==> config.mk <==
export PLATFORM = sky130hd
export DESIGN_NAME = serial_signed_pow2_divider_ctrl_flat
export DESIGN_NICKNAME = d
export VERILOG_FILES = /design/src/rtl/serial_signed_pow2_divider_ctrl_pkg.sv /design/src/rtl/serial_signed_pow2_divider_ctrl_if.sv /design/src/rtl/serial_signed_pow2_divider_ctrl_arith_shift_step.sv /design/src/rtl/serial_signed_pow2_divider_ctrl.sv /design/src/flat_wrapper.sv
export SDC_FILE = /design/constraint.sdc
export NUM_CORES = 1
export LEC_CHECK = 0
export CORE_MARGIN = 2
export CORE_UTILIZATION = 49
export CTS_CLUSTER_DIAMETER = 30
export DETAILED_ROUTE_END_ITERATION = 12
export PLACE_DENSITY = 0.76
export SETUP_SLACK_MARGIN = 0.4
export SLEW_MARGIN = 30
export SYNTH_ARGS = -nofsm -noshare
export SYNTH_HDL_FRONTEND = slang
export SYNTH_SLANG_ARGS = --single-unit
==> constraint.sdc <==
create_clock -name clk -period 1.85 [get_ports clk]
set_input_delay 0.185 -clock clk [delete_from_list [all_inputs] [get_ports clk]]
set_output_delay 0.185 -clock clk [all_outputs]
set_load 0.1 [all_outputs]
==> src/rtl/serial_signed_pow2_divider_ctrl_pkg.sv <==
// Shared types and helpers for the serial signed power-of-2 divider controller.
// Contents: div_state_t (controller FSM states), clamp_shift (limits a shift
// amount to the operand width minus one).
package serial_signed_pow2_div_pkg;

  typedef enum logic [1:0] {
    IDLE  = 2'd0,
    SHIFT = 2'd1,
    DONE  = 2'd2
  } div_state_t;

  // Shifting by N-1 already reaches the 0 / -1 limit, so larger amounts collapse to it.
  function automatic int unsigned clamp_shift(input int unsigned shift, input int unsigned n);
    return (shift > n - 1) ? n - 1 : shift;
  endfunction

endpackage

==> src/rtl/serial_signed_pow2_divider_ctrl_if.sv <==
// Request/result handshake bundle for serial_signed_pow2_divider_ctrl.
// Signals: in_valid/in_ready/in_data/in_shift (request), out_valid/out_ready/
// out_data (result), busy (status). master = requester/consumer side,
// slave = divider side.
interface serial_signed_pow2_divider_ctrl_if #(
  parameter int unsigned N  = 8,
  parameter int unsigned SW = $clog2(N)
) ();

  logic          in_valid;
  logic          in_ready;
  logic [N-1:0]  in_data;
  logic [SW-1:0] in_shift;
  logic          out_valid;
  logic          out_ready;
  logic [N-1:0]  out_data;
  logic          busy;

  modport master (
    output in_valid, in_data, in_shift, out_ready,
    input  in_ready, out_valid, out_data, busy
  );

  modport slave (
    input  in_valid, in_data, in_shift, out_ready,
    output in_ready, out_valid, out_data, busy
  );

endinterface

==> src/rtl/serial_signed_pow2_divider_ctrl_arith_shift_step.sv <==
// One-bit arithmetic right shift of the divider's data register (combinational).
// Ports: d_i (register value), q_o (d_i >>> 1), sticky_o (the bit shifted out,
// only present when SIGNED_DIV_ROUND_TO_ZERO_EN is defined).
module arith_shift_step #(
  parameter int unsigned N = 8
) (
  input  logic [N-1:0] d_i,
  output logic [N-1:0] q_o
`ifdef SIGNED_DIV_ROUND_TO_ZERO_EN
  ,
  output logic         sticky_o
`endif
);

  assign q_o = N'($signed(d_i) >>> 1);

`ifdef SIGNED_DIV_ROUND_TO_ZERO_EN
  assign sticky_o = d_i[0];
`endif

endmodule

==> src/rtl/serial_signed_pow2_divider_ctrl.sv <==
// Multi-cycle signed divide by 2**shift: one arithmetic right shift per cycle.
// Ports: clk, rst_n (async active-low), bus (slave modport: request in_*,
// result out_*, busy status). All bus outputs are registered.
// Config: SIGNED_DIV_ROUND_TO_ZERO_EN selects truncation toward zero instead
// of the default floor rounding.
module serial_signed_pow2_divider_ctrl
  import serial_signed_pow2_div_pkg::*;
#(
  parameter int unsigned N  = 8,
  parameter int unsigned SW = $clog2(N)
) (
  input  logic                                 clk,
  input  logic                                 rst_n,
  serial_signed_pow2_divider_ctrl_if.slave     bus
);

  div_state_t    state_q, state_d;
  logic [N-1:0]  reg_q, reg_d;
  logic [N-1:0]  shifted;
  logic [SW-1:0] count_q, count_d;
  logic          in_ready_q, in_ready_d;
  logic          out_valid_q, out_valid_d;
  logic          busy_q, busy_d;
  logic [N-1:0]  out_data_q, out_data_d;
`ifdef SIGNED_DIV_ROUND_TO_ZERO_EN
  logic          sticky_q, sticky_d;
  logic          sticky_out;
`endif

  arith_shift_step #(.N(N)) u_step (
    .d_i      (reg_q),
    .q_o      (shifted)
`ifdef SIGNED_DIV_ROUND_TO_ZERO_EN
    ,
    .sticky_o (sticky_out)
`endif
  );

  // Next state, datapath and registered-output values
  always_comb begin
    state_d = state_q;
    reg_d   = reg_q;
    count_d = count_q;
`ifdef SIGNED_DIV_ROUND_TO_ZERO_EN
    sticky_d = sticky_q;
`endif
    case (state_q)
      IDLE: begin
        if (bus.in_valid) begin
          reg_d   = bus.in_data;
          count_d = SW'(clamp_shift(32'(bus.in_shift), N));
`ifdef SIGNED_DIV_ROUND_TO_ZERO_EN
          sticky_d = 1'b0;
`endif
          state_d = (count_d != '0) ? SHIFT : DONE;
        end
      end
      SHIFT: begin
        reg_d   = shifted;
        count_d = count_q - SW'(1);
`ifdef SIGNED_DIV_ROUND_TO_ZERO_EN
        sticky_d = sticky_q | sticky_out;
`endif
        if (count_q == SW'(1)) begin
          state_d = DONE;
`ifdef SIGNED_DIV_ROUND_TO_ZERO_EN
          // Negative result with lost fraction bits: step floor up to truncation.
          reg_d = shifted + N'(shifted[N-1] & sticky_d);
`endif
        end
      end
      DONE: begin
        if (bus.out_ready) state_d = IDLE;
      end
      default: state_d = IDLE;
    endcase

    // Outputs follow the state being entered so they are valid as flops.
    in_ready_d  = (state_d == IDLE);
    out_valid_d = (state_d == DONE);
    busy_d      = (state_d != IDLE);
    out_data_d  = (state_d == DONE) ? reg_d : out_data_q;
  end

  // State and output registers
  always_ff @(posedge clk or negedge rst_n) begin
    if (!rst_n) begin
      state_q     <= IDLE;
      reg_q       <= '0;
      count_q     <= '0;
      in_ready_q  <= 1'b1;
      out_valid_q <= 1'b0;
      busy_q      <= 1'b0;
      out_data_q  <= '0;
`ifdef SIGNED_DIV_ROUND_TO_ZERO_EN
      sticky_q    <= 1'b0;
`endif
    end else begin
      state_q     <= state_d;
      reg_q       <= reg_d;
      count_q     <= count_d;
      in_ready_q  <= in_ready_d;
      out_valid_q <= out_valid_d;
      busy_q      <= busy_d;
      out_data_q  <= out_data_d;
`ifdef SIGNED_DIV_ROUND_TO_ZERO_EN
      sticky_q    <= sticky_d;
`endif
    end
  end

  assign bus.in_ready  = in_ready_q;
  assign bus.out_valid = out_valid_q;
  assign bus.busy      = busy_q;
  assign bus.out_data  = out_data_q;

endmodule

==> src/flat_wrapper.sv <==
// flat-port wrapper written by rule: the top's interface ports become plain ports
module serial_signed_pow2_divider_ctrl_flat import serial_signed_pow2_div_pkg::*;
#(
  parameter int unsigned N  = 8,
  parameter int unsigned SW = $clog2(N)
)
  (clk, rst_n, bus_in_valid, bus_in_data, bus_in_shift, bus_out_ready, bus_in_ready, bus_out_valid, bus_out_data, bus_busy);
  serial_signed_pow2_divider_ctrl_if #(.N(N), .SW(SW)) bus_i ();
  input  logic clk;
  input  logic rst_n;
  input wire logic [$bits(bus_i.in_valid)-1:0] bus_in_valid;
  input wire logic [$bits(bus_i.in_data)-1:0] bus_in_data;
  input wire logic [$bits(bus_i.in_shift)-1:0] bus_in_shift;
  input wire logic [$bits(bus_i.out_ready)-1:0] bus_out_ready;
  output wire logic [$bits(bus_i.in_ready)-1:0] bus_in_ready;
  output wire logic [$bits(bus_i.out_valid)-1:0] bus_out_valid;
  output wire logic [$bits(bus_i.out_data)-1:0] bus_out_data;
  output wire logic [$bits(bus_i.busy)-1:0] bus_busy;
  assign bus_i.in_valid = bus_in_valid;
  assign bus_i.in_data = bus_in_data;
  assign bus_i.in_shift = bus_in_shift;
  assign bus_i.out_ready = bus_out_ready;
  assign bus_in_ready = bus_i.in_ready;
  assign bus_out_valid = bus_i.out_valid;
  assign bus_out_data = bus_i.out_data;
  assign bus_busy = bus_i.busy;
  serial_signed_pow2_divider_ctrl #(.N(N), .SW(SW)) u_core (.clk(clk), .rst_n(rst_n), .bus(bus_i));
endmodule
Word-level counts from Yosys, hierarchy flattened
Cells that the tools add are included.

storage, ports and cells
  flip-flop bits (word level) = 24
  input bits = 15
  output and inout port bits = 11
  logic and storage cells = 28

operators by class
  $add $sub $neg = 1
  equal/unequal tests = 5
  mux-type cells = 9
  reduce and logical (&&, ||, !) cells = 6

operators by type and width
  kind                                                                   count
  8-bit one-hot mux with 2 select lines                                  1
  2-bit two-way mux                                                      4
  8-bit two-way mux                                                      1
  2-bit one-hot mux with 3 select lines                                  1
  3-bit one-hot mux with 2 select lines                                  1
  2-bit equality test, second input constant                             2
  2-bit zero test                                                        2
  2-bit nonzero test                                                     2
  3-bit by 1-bit equality test with 1-bit output, second input constant  1
  3-bit two-way mux                                                      1
  3-bit nonzero test                                                     1
  3-bit by 1-bit subtractor with 3-bit output, second input constant     1
  2-bit by 1-bit equality test with 1-bit output, second input constant  1
  2-bit inequality test, second input constant                           1
  2-bit AND reduction                                                    1

Logic depth before layout (Yosys ltp)
Gate-level depths: netlist of run 1.

  depth after elaboration = 5
  depth in mapped cells = 6

Hierarchy
From an unflattened synthesis of run 1, not the netlist that was laid out.

second synthesis, totals
  cell total of the unflattened synthesis = 119
  area, all modules = 1,246.2 um^2

by module, submodules not included
  module                           times used  cells an instance  area each (um^2)  sequential area each (um^2)
  serial_signed_pow2_divider_ctrl  1           111                1,186.1           601.8
  arith_shift_step                 1           8                  60.1              0.0

Worst setup path before layout of run 1
OpenSTA, ideal clock, no wires.

  path type = reg-to-reg
  start = register u_core.state_q[0]
  end = register u_core.out_data_q[2], in the netlist u_core.bus.out_data[2]
  library setup time = 0.128 ns
  arrival = 1.470 ns
  path slack = 0.252 ns
  stages on the path, launching flop included = 6
  path buffers = 2
  clock period less this slack = 1.598 ns
  path through = dfrtp_1 -> buf_6 -> or3b_4 -> o211a_1 -> buf_6 -> mux2_1

between the ends
  longest elaborated chain between the ends = 3
  elaborated cells on any way between the ends = 9

RTL lines
  element                                      line                                    text
  start: declaration                           serial_signed_pow2_divider_ctrl.sv:17   div_state_t state_q, state_d;
  start signal: assignment                     serial_signed_pow2_divider_ctrl.sv:99   state_q <= state_d;
  2-bit equality test (tied with other cells)  serial_signed_pow2_divider_ctrl.sv:47   case (state_q)
  2-bit one-hot mux with 3 select lines        serial_signed_pow2_divider_ctrl.sv:47
  2-bit equality test                          serial_signed_pow2_divider_ctrl.sv:82   out_data_d = (state_d == DONE) ? reg_d : out_data_q;
  end signal: assignment                       serial_signed_pow2_divider_ctrl.sv:105  out_data_q <= out_data_d;
  end: declaration                             serial_signed_pow2_divider_ctrl.sv:24   logic [N-1:0] out_data_q, out_data_d;

Several ways; a longest one is shown, not always the timed one.
A chain may end at the register's enable or synchronous reset.

Worst setup path after layout of run 1
  start = register u_core.state_q[1]
  end = register u_core.out_data_q[7], in the netlist u_core.bus.out_data[7]

between the ends
  elaborated cells on any way between the ends = 9

RTL lines
  element                                                                                   line                                   text
  2-bit by 1-bit equality test with 1-bit output / 2-bit zero test (equally long branches)  serial_signed_pow2_divider_ctrl.sv:47
  8-bit one-hot mux with 2 select lines *                                                   serial_signed_pow2_divider_ctrl.sv:47
  net u_core.reg_d[7]                                                                       serial_signed_pow2_divider_ctrl.sv:18  logic [N-1:0] reg_q, reg_d;

The timed path passes the listed nets; every way through them passes the cells marked *.

==> summary.md, run 1 <==
| Metric | Value |
|---|---|
| Status | complete, no violations |
| Register area share after synthesis | 51.33% |
| CP cell instances | or3b_4 -> buf_6 -> mux2_2 -> mux2_4 |
| Hold Path Class | in -> async |
| Final Cycle Share | 88.29% |
| Initial DRC Count | 24 |
| Routed wire length | 2602 um |
| Max-slew violations | 0 |
| Worst-skew pair later-pin latency | 310 ps |
| Width of the die | 52.92 um |
| Avg Cell Area, Syn | 11.27 um^2 |
| Commonest non-fill, non-tap cell in the layout | dfrtp_1 |
| Worst Path Max Fanout | 5 |
| I/O Pins | 26 |
| Largest net degree at the start of global routing | 25 |
| Gr usage total | 20.11% |
| CP required | 2060 ps |
| Fmax | 612.2 MHz |
| Share of layout cells above drive strength 1 | 37.14% |
| Post-route cell area | 1668 um^2 |
| Die height | 52.92 um |
| Synth unique cells | 34 |
| GRT overflow | 0 |
| CTS tree | built |
| DRC Markers | 0 |
| First-pass GRT wire length | 4077 um |
| Antenna viol nets, final | 0 |
| Antenna diodes | 0 |
| Starting density of the core | 52.49% |
| Avg Vias per Cell | 5.619 |
| Critical Path End Type | flip-flop |
| Vias in the first global route | 933 |
| Setup violators final | 0 |
| Most frequent cells in the layout | dfrtp_1 (23), buf_4 (22), clkdlybuf4s50_1 (14) |
| H-Tree Depth | 1 |
| Synth-to-Final Area Change | 42.26% |
| Core Footprint | 2233 um^2 |
| Cells after Synth | 104 |
| Layout Nets | 158 |
| Vias | 944 |
| Yosys warns | 0 |
| Drt pass-1 iters | 4 |
| Post-synthesis cell area | 1172 um^2 |
| Clock Path Buffers | 2 |
| Worst path max stage delay | 440 ps |
| Post-CTS Hold Buffers | 0 |
| CTS Buf Count | 3 |
| Total of max-cap violations | 0 |
| Crit path DAT | 1840 ps |
| Cell Rows | 17 |
| HPWL after DPL | 1778 um |
| Register bit total from synthesis | 24 |
| Initial antenna violation count | 0 |
| Dpl cell area | 1506 um^2 |
| Clk sinks | 24 |
| Clock Skews | 5.226 ps |
| CTS root buffer | clkbuf_4 |
| Final hold viol count | 0 |
| Hold slack | 215.9 ps |
| Die area | 2800 um^2 |
| Min cycle time layout | 1633 ps |
| Slew HR | 75.68% |
| Critical-path cell with the highest stage delay | dfrtp_1 |
| RSZ-0062 raised after global routing | true |
| Reg clk slew, reported paths | 130 ps |
| Slew @ Worst Pin | 359.8 ps |
| Kind of start point of the critical path | flip-flop |
| GPL Wtd Cong | 0.8346 |
| Wirelength per Cell | 15.49 um |
| Synth Net Count | 121 |
| # port buffers | 25 |
| Setup CP Type | reg -> reg |
cells in the mapped netlist:
cell type  instances  share of area [%]
a211oi_1           5                3.2
a21oi_1            5                2.1
a2bb2oi_1          1               0.75
a31oi_1            1               0.53
and2_1             1               0.53
buf_6              2                1.9
clkbuf_1           4                1.3
dfrtp_1           23                 49
dfstp_2            1                2.2
ha_1               2                2.1
inv_1             12                3.8
mux2_1             5                4.8
mux2_2             1               0.96
mux2_4             1                1.3
nand2_1            1               0.32
nand2b_1           2                1.1
nand3b_1           1               0.64
nand4bb_1          1               0.96
nor2_1             4                1.3
nor2b_1            2                1.1
nor3b_1            5                3.2
nor4b_1            5                3.7
o2111ai_1          2                1.5
o211a_1            1               0.85
o21a_1             1               0.64
o21ai_0            3                1.3
o21bai_1           1               0.64
o221a_2            1               0.96
o31ai_1            2                1.3
o32ai_1            3                2.2
or2_2              1               0.53
or2b_1             1               0.64
or3_1              1               0.53
or3b_4             2                1.9
state kept, by name, indices dropped and copies added, names as in the netlist:
| signal | count |
|---|---|
| u_core.count_q | 3 |
| u_core.bus.busy | 1 |
| u_core.bus.in_ready | 1 |
| u_core.bus.out_data | 8 |
| u_core.bus.out_valid | 1 |
| u_core.reg_q | 8 |
| u_core.state_q | 2 |
routing by layer:
metal	track usage, %	share of wire [%]	vias to the layer above
li1	-	-	450
met1	26.01	45	465
met2	35.21	51	25
met3	2.542	3.5	4
met4	5.556	0.77	0
met5	0	0	-
final timing paths:
path	startpoint	end	slack, ps	cells after the start
min in group clk	bus_in_data[7]	u_core.reg_q[7]	510	2
hold / removal	rst_n	u_core.state_q[0]	220	2
setup reg to reg	u_core.state_q[1]	u_core.bus.out_data[7]	220	4
max in group asynchronous	rst_n	u_core.bus.in_ready	1350	2
hold reg to reg	u_core.bus.out_data[6]	u_core.bus.out_data[6]	520	1
setup / recovery	u_core.state_q[1]	u_core.bus.out_data[7]	220	4
logic make-up (layout without fill, tap and decap cells):
logic type	Yosys count	after routing	synth area share [%]
flip-flops	24	24	51.33
AO/OA/AOI/OAI	26	26	16.01
multiplexers	7	7	7.043
buffers and inverters	18	54	7.043
adder cells (fa/ha/maj)	2	2	2.134
AND/OR/NAND/NOR	27	27	16.44
per-stage QoR:
stage          TNS (ps)  setup WS, ps  std cells  utilization [%]
6_report              0         216.7        168            74.68
3_3_place_gp     -390.0        -64.26        162            67.45
5_1_grt               0         187.0        168            74.68
2_1_floorplan         0         278.7        104                -
4_1_cts               0         227.4        167            71.09
3_5_place_dp     -696.4        -105.4        162            67.45
area by class of cell:
cell class,instances,area (um^2)
clock buffers,3,22.52
clock inverters,1,30.03
fillers,157,565.5
inverters,12,45.04
multi-input cells,62,596.8
flip-flops and latches,24,601.8
well taps,28,35.03
repair buffers,38,336.6
timing repair:
item / in CTS / in global routing
setup buffers: 1 / 1
gates cloned: 0 / 0
endpoints found under the setup margin: 10 / 14
pin swaps: 1 / 1
gates resized for setup: 5 / 11
worst max-delay path: cells and delay by family, from the launching register on:
kind,cells,cell delay (ps)
muxes,2,530
DFF,1,440
and+or+nand+nor,1,430
buffers and inverters,1,130
Power of run 1 is left out: the tool's default activity adds up to more than one toggle a clock period on the data nets, which glitch-free logic cannot reach.
==> inputs of run 2 (changes only) <==
--- a/config.mk
+++ b/config.mk
@@ -5,7 +5,7 @@
 export SDC_FILE = /design/constraint.sdc
 export NUM_CORES = 1
 export LEC_CHECK = 0
-export CORE_MARGIN = 2
+export CORE_MARGIN = 1.5
 export CORE_UTILIZATION = 49
 export CTS_CLUSTER_DIAMETER = 30
 export DETAILED_ROUTE_END_ITERATION = 12
@@ -15,3 +15,4 @@
 export SYNTH_ARGS = -nofsm -noshare
 export SYNTH_HDL_FRONTEND = slang
 export SYNTH_SLANG_ARGS = --single-unit
+export TNS_END_PERCENT = 20
==> run 2 against run 1 <==
  * Sequential cell count is the same
  * Maximum frequency shrank 0.77%
  * Non-clock buffer count grew 1
  * Hold slack lost 12 ps
  * Clock skew grew 8.2 ps
  * Count of clock-buffer cells in the layout grew 1
  * Cell count grew 1.2%
  * Global-route usage grew 2.5 points
  * Critical path depth is the same
  * Final area shrank 3.9%
  * Highest routed layer unchanged
==> summary.md, run 2 (synthesized netlist as in run 1, its figures left out) <==
| Metric | Value |
|---|---|
| Status | complete, no violations (unchanged) |
| Clock Skews | 13.46 ps (was 5.226 ps) |
| Initial DRC Count | 19 (was 24) |
| Fill cell total of the finished layout | 173 (was 157) |
| Total of max-cap violations | 0 (unchanged) |
| Width of the die | 51.92 um (was 52.92 um) |
| Slew @ Worst Pin | 352.9 ps (was 359.8 ps) |
| Drt pass-1 iters | 4 (unchanged) |
| Starting density of the core | 52.49% (unchanged) |
| Reg clk slew, reported paths | 140 ps (was 130 ps) |
| First-pass GRT wire length | 4478 um (was 4077 um) |
| Initial antenna violation count | 0 (unchanged) |
| Critical-path cell with the highest stage delay | or3b_4 (was dfrtp_1) |
| Layout Nets | 160 (was 158) |
| Core Footprint | 2233 um^2 (unchanged) |
| Cell Rows | 17 (unchanged) |
| Clk sinks | 24 (unchanged) |
| Crit path DAT | 1870 ps (was 1840 ps) |
| GPL Wtd Cong | 0.8557 (was 0.8346) |
| Worst Path Max Fanout | 3 (was 5) |
| Share of layout cells above drive strength 1 | 30.99% (was 37.14%) |
| Routed wire length | 2722 um (was 2602 um) |
| CP required | 2070 ps (was 2060 ps) |
| Setup slack after layout | 204.0 ps (was 216.7 ps) |
| Die height | 51.92 um (was 52.92 um) |
| Setup violators final | 0 (unchanged) |
| Most frequent cells in the layout | buf_4 (23), dfrtp_1 (23), clkdlybuf4s50_1 (14) (was dfrtp_1 (23), buf_4 (22), clkdlybuf4s50_1 (14)) |
| Largest net degree at the start of global routing | 25 (unchanged) |
| Min cycle time layout | 1646 ps (was 1633 ps) |
| Hold Path Class | in -> async (unchanged) |
| Vias in the first global route | 1001 (was 933) |
| Kind of start point of the critical path | flip-flop (unchanged) |
| Post-Route Utilization | 71.76% (was 74.68%) |
| CTS root buffer | clkbuf_4 (unchanged) |
| HPWL after DPL | 1810 um (was 1778 um) |
| Avg Vias per Cell | 5.606 (was 5.619) |
| Antenna viol nets, final | 0 (unchanged) |
| Final Cycle Share | 88.97% (was 88.29%) |
| Antenna diodes | 0 (unchanged) |
| Worst-skew pair later-pin latency | 320 ps (was 310 ps) |
| CTS tree | built (unchanged) |
| Slew HR | 76.40% (was 75.68%) |
| Wirelength per Cell | 16.01 um (was 15.49 um) |
| Die area | 2695 um^2 (was 2800 um^2) |
| Gr usage total | 22.62% (was 20.11%) |
| Pre-CTS setup slack | -112.9 ps (was -105.4 ps) |
| Critical Path End Type | flip-flop (unchanged) |
| Worst path max stage delay | 440 ps (about the same) |
| RSZ-0062 raised after global routing | true (unchanged) |
| Max-slew violations | 0 (unchanged) |
| CTS Buf Count | 3 (unchanged) |
| I/O Pins | 26 (unchanged) |
| GRT overflow | 0 (unchanged) |
| Setup CP Type | reg -> reg (unchanged) |
| Final hold viol count | 0 (unchanged) |
| Post-CTS Hold Buffers | 0 (unchanged) |
| Vias | 953 (was 944) |
| H-Tree Depth | 1 (unchanged) |
| Clock Path Buffers | 2 (unchanged) |
| # port buffers | 25 (unchanged) |
| Synth-to-Final Area Change | 36.71% (was 42.26%) |
| DRC Markers | 0 (unchanged) |
| CP cell instances | or3b_4 -> buf_6 -> mux2_2 -> mux2_4 (unchanged) |
| Fmax | 607.5 MHz (was 612.2 MHz) |
-- run 2: layout make-up --
type	count	area (um^2)	share of cell area (%)
inverter	12	45.04	2.810
clock buffer	4	36.28	2.264
sequential	24	601.8	37.55
timing repair buffer	39	344.1	21.47
tap	28	35.03	2.186
multi-input combinational	63	540.5	33.72
-- run 2: final timing paths --
path                                   startpoint                      to  slack (ps)  cells past startpoint
worst max-delay path            u_core.state_q[0]  u_core.bus.out_data[7]         200                      4
worst min-delay path                        rst_n  u_core.bus.out_data[7]         200                      2
worst max register to register  u_core.state_q[0]  u_core.bus.out_data[7]         200                      4
worst min register to register    u_core.reg_q[0]         u_core.reg_q[0]         520                      2
max in group asynchronous                   rst_n     u_core.bus.in_ready        1350                      2
min in group clk                   bus_in_data[7]         u_core.reg_q[7]         510                      2
-- run 2: metal layers --
layer	routed length (um)	track usage, %	vias to the layer above	share of wire [%]
li1	-	-	451	-
met4	38	10.09	0	1.4
met5	0	0	-	0
met2	1352	36.29	23	50
met1	1229	29.66	472	45
met3	102	4.310	7	3.7
-- run 2: critical path, delay by kind of cell (launching register included) --
kind | cells | cell delay, ps
multiplexers | 2 | 550
AND/OR/NAND/NOR | 1 | 440
flip-flops | 1 | 430
buffers and inverters | 1 | 130
-- run 2: stage by stage --
step	std cells	TNS, ps	hold slack [ps]	instance area (um^2)
after CTS	168	0	208.6	1569
after floorplan	104	0	-110.6	1191
after global routing	170	0	253.1	1603
final	170	0	204.1	1603
after global placement	162	-437.0	472.3	1506
after detailed placement	162	-647.6	485.9	1506
-- run 2: repair_timing --
action                     in CTS  in global routing
resized for setup               3                  2
cloned                          0                  1
buffers inserted                2                  1
pin swaps                       2                  2
hold endpoints to repair        0                  0
setup endpoints to repair      11                 14
Power of run 2 is left out for the same reason.
==> inputs of run 3 (changes only) <==
--- a/config.mk
+++ b/config.mk
@@ -5,8 +5,9 @@
 export SDC_FILE = /design/constraint.sdc
 export NUM_CORES = 1
 export LEC_CHECK = 0
+export CORE_ASPECT_RATIO = 0.6
 export CORE_MARGIN = 1.5
-export CORE_UTILIZATION = 49
+export CORE_UTILIZATION = 50
 export CTS_CLUSTER_DIAMETER = 30
 export DETAILED_ROUTE_END_ITERATION = 12
 export PLACE_DENSITY = 0.76
@@ -14,5 +15,6 @@
 export SLEW_MARGIN = 30
 export SYNTH_ARGS = -nofsm -noshare
 export SYNTH_HDL_FRONTEND = slang
+export SYNTH_HIERARCHICAL = 1
 export SYNTH_SLANG_ARGS = --single-unit
 export TNS_END_PERCENT = 20
==> run 3 against run 2 <==
  * Non-clock buffer count is the same
  * Final area grew 1.6%
  * Maximum frequency grew 4.3%
  * Critical path type unchanged
==> summary.md, run 3 <==
| Metric | Value |
|---|---|
| Vias | 1075 (was 953) |
| Critical-path cell with the highest stage delay | or4bb_4 (was or3b_4) |
| HPWL after DPL | 2054 um (was 1810 um) |
| Clk sinks | 24 (unchanged) |
| First-pass GRT wire length | 5085 um (was 4478 um) |
| Largest net degree at the start of global routing | 25 (unchanged) |
| Register Area | 601.8 um^2 (unchanged) |
| Post-CTS Hold Buffers | 0 (unchanged) |
| Die area | 2811 um^2 (was 2695 um^2) |
| CP required | 2020 ps (was 2070 ps) |
| Die height | 41.67 um (was 51.92 um) |
| DRC Markers | 0 (unchanged) |
| Commonest non-fill, non-tap cell in the layout | buf_4 |
| Antenna diodes | 0 (unchanged) |
| Clock Skews | 4.835 ps (was 13.46 ps) |
| Slew HR | 73.75% (was 76.40%) |
| Top-count cell post-synth | dfrtp_1 (unchanged) |
| Final Cycle Share | 85.30% (was 88.97%) |
| CP cell instances | inv_2 -> ha_4 -> or4bb_4 -> o211a_4 -> o31ai_2 (was or3b_4 -> buf_6 -> mux2_2 -> mux2_4) |
| Setup TNS | 0 ps (unchanged) |
| Fmax | 633.7 MHz (was 607.5 MHz) |
| Routed wire length | 3173 um (was 2722 um) |
| Initial DRC Count | 94 (was 19) |
| Avg Cell Area, Syn | 10.47 um^2 (was 11.27 um^2) |
| GRT overflow | 0 (unchanged) |
| Crit path DAT | 1740 ps (was 1870 ps) |
| Slew @ Worst Pin | 393.3 ps (was 352.9 ps) |
| Setup violators final | 0 (unchanged) |
| R2r worst-path depth | 5 (was 4) |
| Flop-to-flop setup slack | 270 ps (was 200 ps) |
| Cells after Synth | 119 (was 104) |
| Critical Path End Type | flip-flop (unchanged) |
| Most frequent cells after synthesis | dfrtp_1 (23), o22ai_1 (11), inv_1 (9), nor2_1 (9) (was dfrtp_1 (23), inv_1 (12)) |
| Total of max-cap violations | 0 (unchanged) |
| # port buffers | 25 (unchanged) |
| Reg2reg end | u_core/bus.out_data[1] (was u_core.bus.out_data[7]) |
| Initial antenna violation count | 0 (unchanged) |
| Worst Path Max Fanout | 5 (was 3) |
| CTS tree | built (unchanged) |
| EDFF count, synth | 0 (unchanged) |
| Post-synthesis cell area | 1246 um^2 (was 1172 um^2) |
| Status | complete, no violations (unchanged) |
| Most frequent cells in the layout | buf_4 (24), dfrtp_1 (23), clkdlybuf4s50_1 (14) (was buf_4 (23), dfrtp_1 (23), clkdlybuf4s50_1 (14)) |
| CTS Buf Count | 3 (unchanged) |
| Ys async rst share | 100.0% (unchanged) |
| CTS root buffer | clkbuf_8 (was clkbuf_4) |
| Starting density of the core | 55.12% (was 52.49%) |
| Antenna viol nets, final | 0 (unchanged) |
| Multi-input gate area | 579.3 um^2 (was 540.5 um^2) |
| Avg Vias per Cell | 6.178 (was 5.606) |
| Yosys warns | 6 (was 0) |
| Synth Net Count | 136 (was 121) |
| Layout Nets | 162 (was 160) |
| Final hold viol count | 0 (unchanged) |
| Wirelength per Cell | 18.24 um (was 16.01 um) |
| Fill cell total of the finished layout | 151 (was 173) |
| Drt pass-1 iters | 4 (unchanged) |
| Hold slack | 277.0 ps (was 204.1 ps) |
| Gr usage total | 24.32% (was 22.62%) |
| Min cycle time layout | 1578 ps (was 1646 ps) |
| Worst path max stage delay | 490 ps (was 440 ps) |
| Reg-to-Reg Start | u_core/count_q[1] (was u_core.state_q[0]) |
| Clock Path Buffers | 2 (unchanged) |
| Buf+Inv Stages, Crit Path | 1 (unchanged) |
| Share of layout cells above drive strength 1 | 34.03% (was 30.99%) |
| Cell Rows | 13 (was 17) |
| Yosys top cell area share | 46.18% (was 49.09%) |
| I/O Pins | 26 (unchanged) |
| Setup CP Type | reg -> reg (unchanged) |
| Worst-skew pair later-pin latency | 260 ps (was 320 ps) |
| Predominant post-synthesis flop cell | dfrtp_1 (unchanged) |
| Kind of start point of the critical path | flip-flop (unchanged) |
| Hold Path Class | in -> async (unchanged) |
| Synth unique cells | 28 (was 34) |
| Register area share after synthesis | 48.29% (was 51.33%) |
| GPL Wtd Cong | 0.8145 (was 0.8557) |
| RSZ-0062 raised after global routing | true (unchanged) |
| Synth-to-Final Area Change | 30.72% (was 36.71%) |
| Width of the die | 67.45 um (was 51.92 um) |
| CP top delay family | simple AND/OR/NAND/NOR gates (was multiplexers) |
| H-Tree Depth | 1 (unchanged) |
| Largest cells by area after synthesis | dfrtp_1 (46%), o2111ai_1 (5.6%), o22ai_1 (5.5%) (was dfrtp_1 (49%), mux2_1 (4.8%), inv_1 (3.8%)) |
| Reg clk slew, reported paths | 80 ps (was 140 ps) |
| Core Footprint | 2261 um^2 (was 2233 um^2) |
| Register bit total from synthesis | 24 (unchanged) |
| Vias in the first global route | 1073 (was 1001) |
| Max-slew violations | 0 (unchanged) |
| Synth area leader | dfrtp_1 (unchanged) |
run 3: cell types whose count changed in the layout (fill, tap and decap cells not counted), sizes merged, moves of 5 or more:
cell	delta
a211oi	-5
mux2	-7
nor2	+5
nor3b	-5
nor4b	-5
o2111ai	+6
o22ai	+11
o31ai	+5
run 3: logic make-up after synthesis:
| logic type | Yosys count | synth area share [%] |
|---|---|---|
| AO/OA/AOI/OAI | 44 | 27.01 |
| adder cells (fa/ha/maj) | 2 | 2.008 |
| buffers and inverters | 28 | 13.25 |
| flip-flops | 24 | 48.29 |
| AND/OR/NAND/NOR | 21 | 9.438 |
run 3: how the worst max path moves through the flow:
| stage | startpoint | end | depth (start not counted) |
|---|---|---|---|
| global route | u_core/count_q[1] | u_core/bus.out_data[1] | 5 |
| floorplan | u_core/count_q[1] | u_core/bus.out_data[6] | 7 |
| finish | u_core/count_q[1] | u_core/bus.out_data[1] | 5 |
| CTS | u_core/count_q[1] | u_core/bus.out_data[2] | 5 |
| global placement | bus_in_valid | u_core/bus.out_data[6] | 4 |
| detailed placement | bus_in_valid | u_core/bus.out_data[1] | 4 |
run 3: cell type report:
cell class | instances | area share, %
flip-flops and latches | 24 | 36.94
multi-input cells | 68 | 35.56
repair buffers | 39 | 20.35
clock buffers | 4 | 2.765
well taps | 30 | 2.304
inverters | 9 | 2.074
run 3: through the flow:
stage,area [um^2],worst slack [ps],std cells,utilization (%)
6_report,1629,271.9,174,72.05
3_3_place_gp,1443,119.1,164,63.81
2_1_floorplan,1246,197.3,119,-
4_1_cts,1583,276.2,173,70.01
3_5_place_dp,1443,18.00,164,63.81
5_1_grt,1629,225.3,174,72.05
run 3: per-layer routing:
layer	routed length (um)	global-route usage [%]	vias up
met5	0	0	-
met1	1349	36.17	520
met2	1508	36.44	55
met3	308	7.046	2
li1	-	-	498
met4	8	2.857	0
run 3: what timing repair did:
item / in CTS / in global routing
pin swaps: 2 / 1
gates resized for setup: 12 / 7
buffers inserted: 4 / 1
cloned: 1 / 0
endpoints found under the setup margin: 16 / 21
Power of run 3 is left out for the same reason.
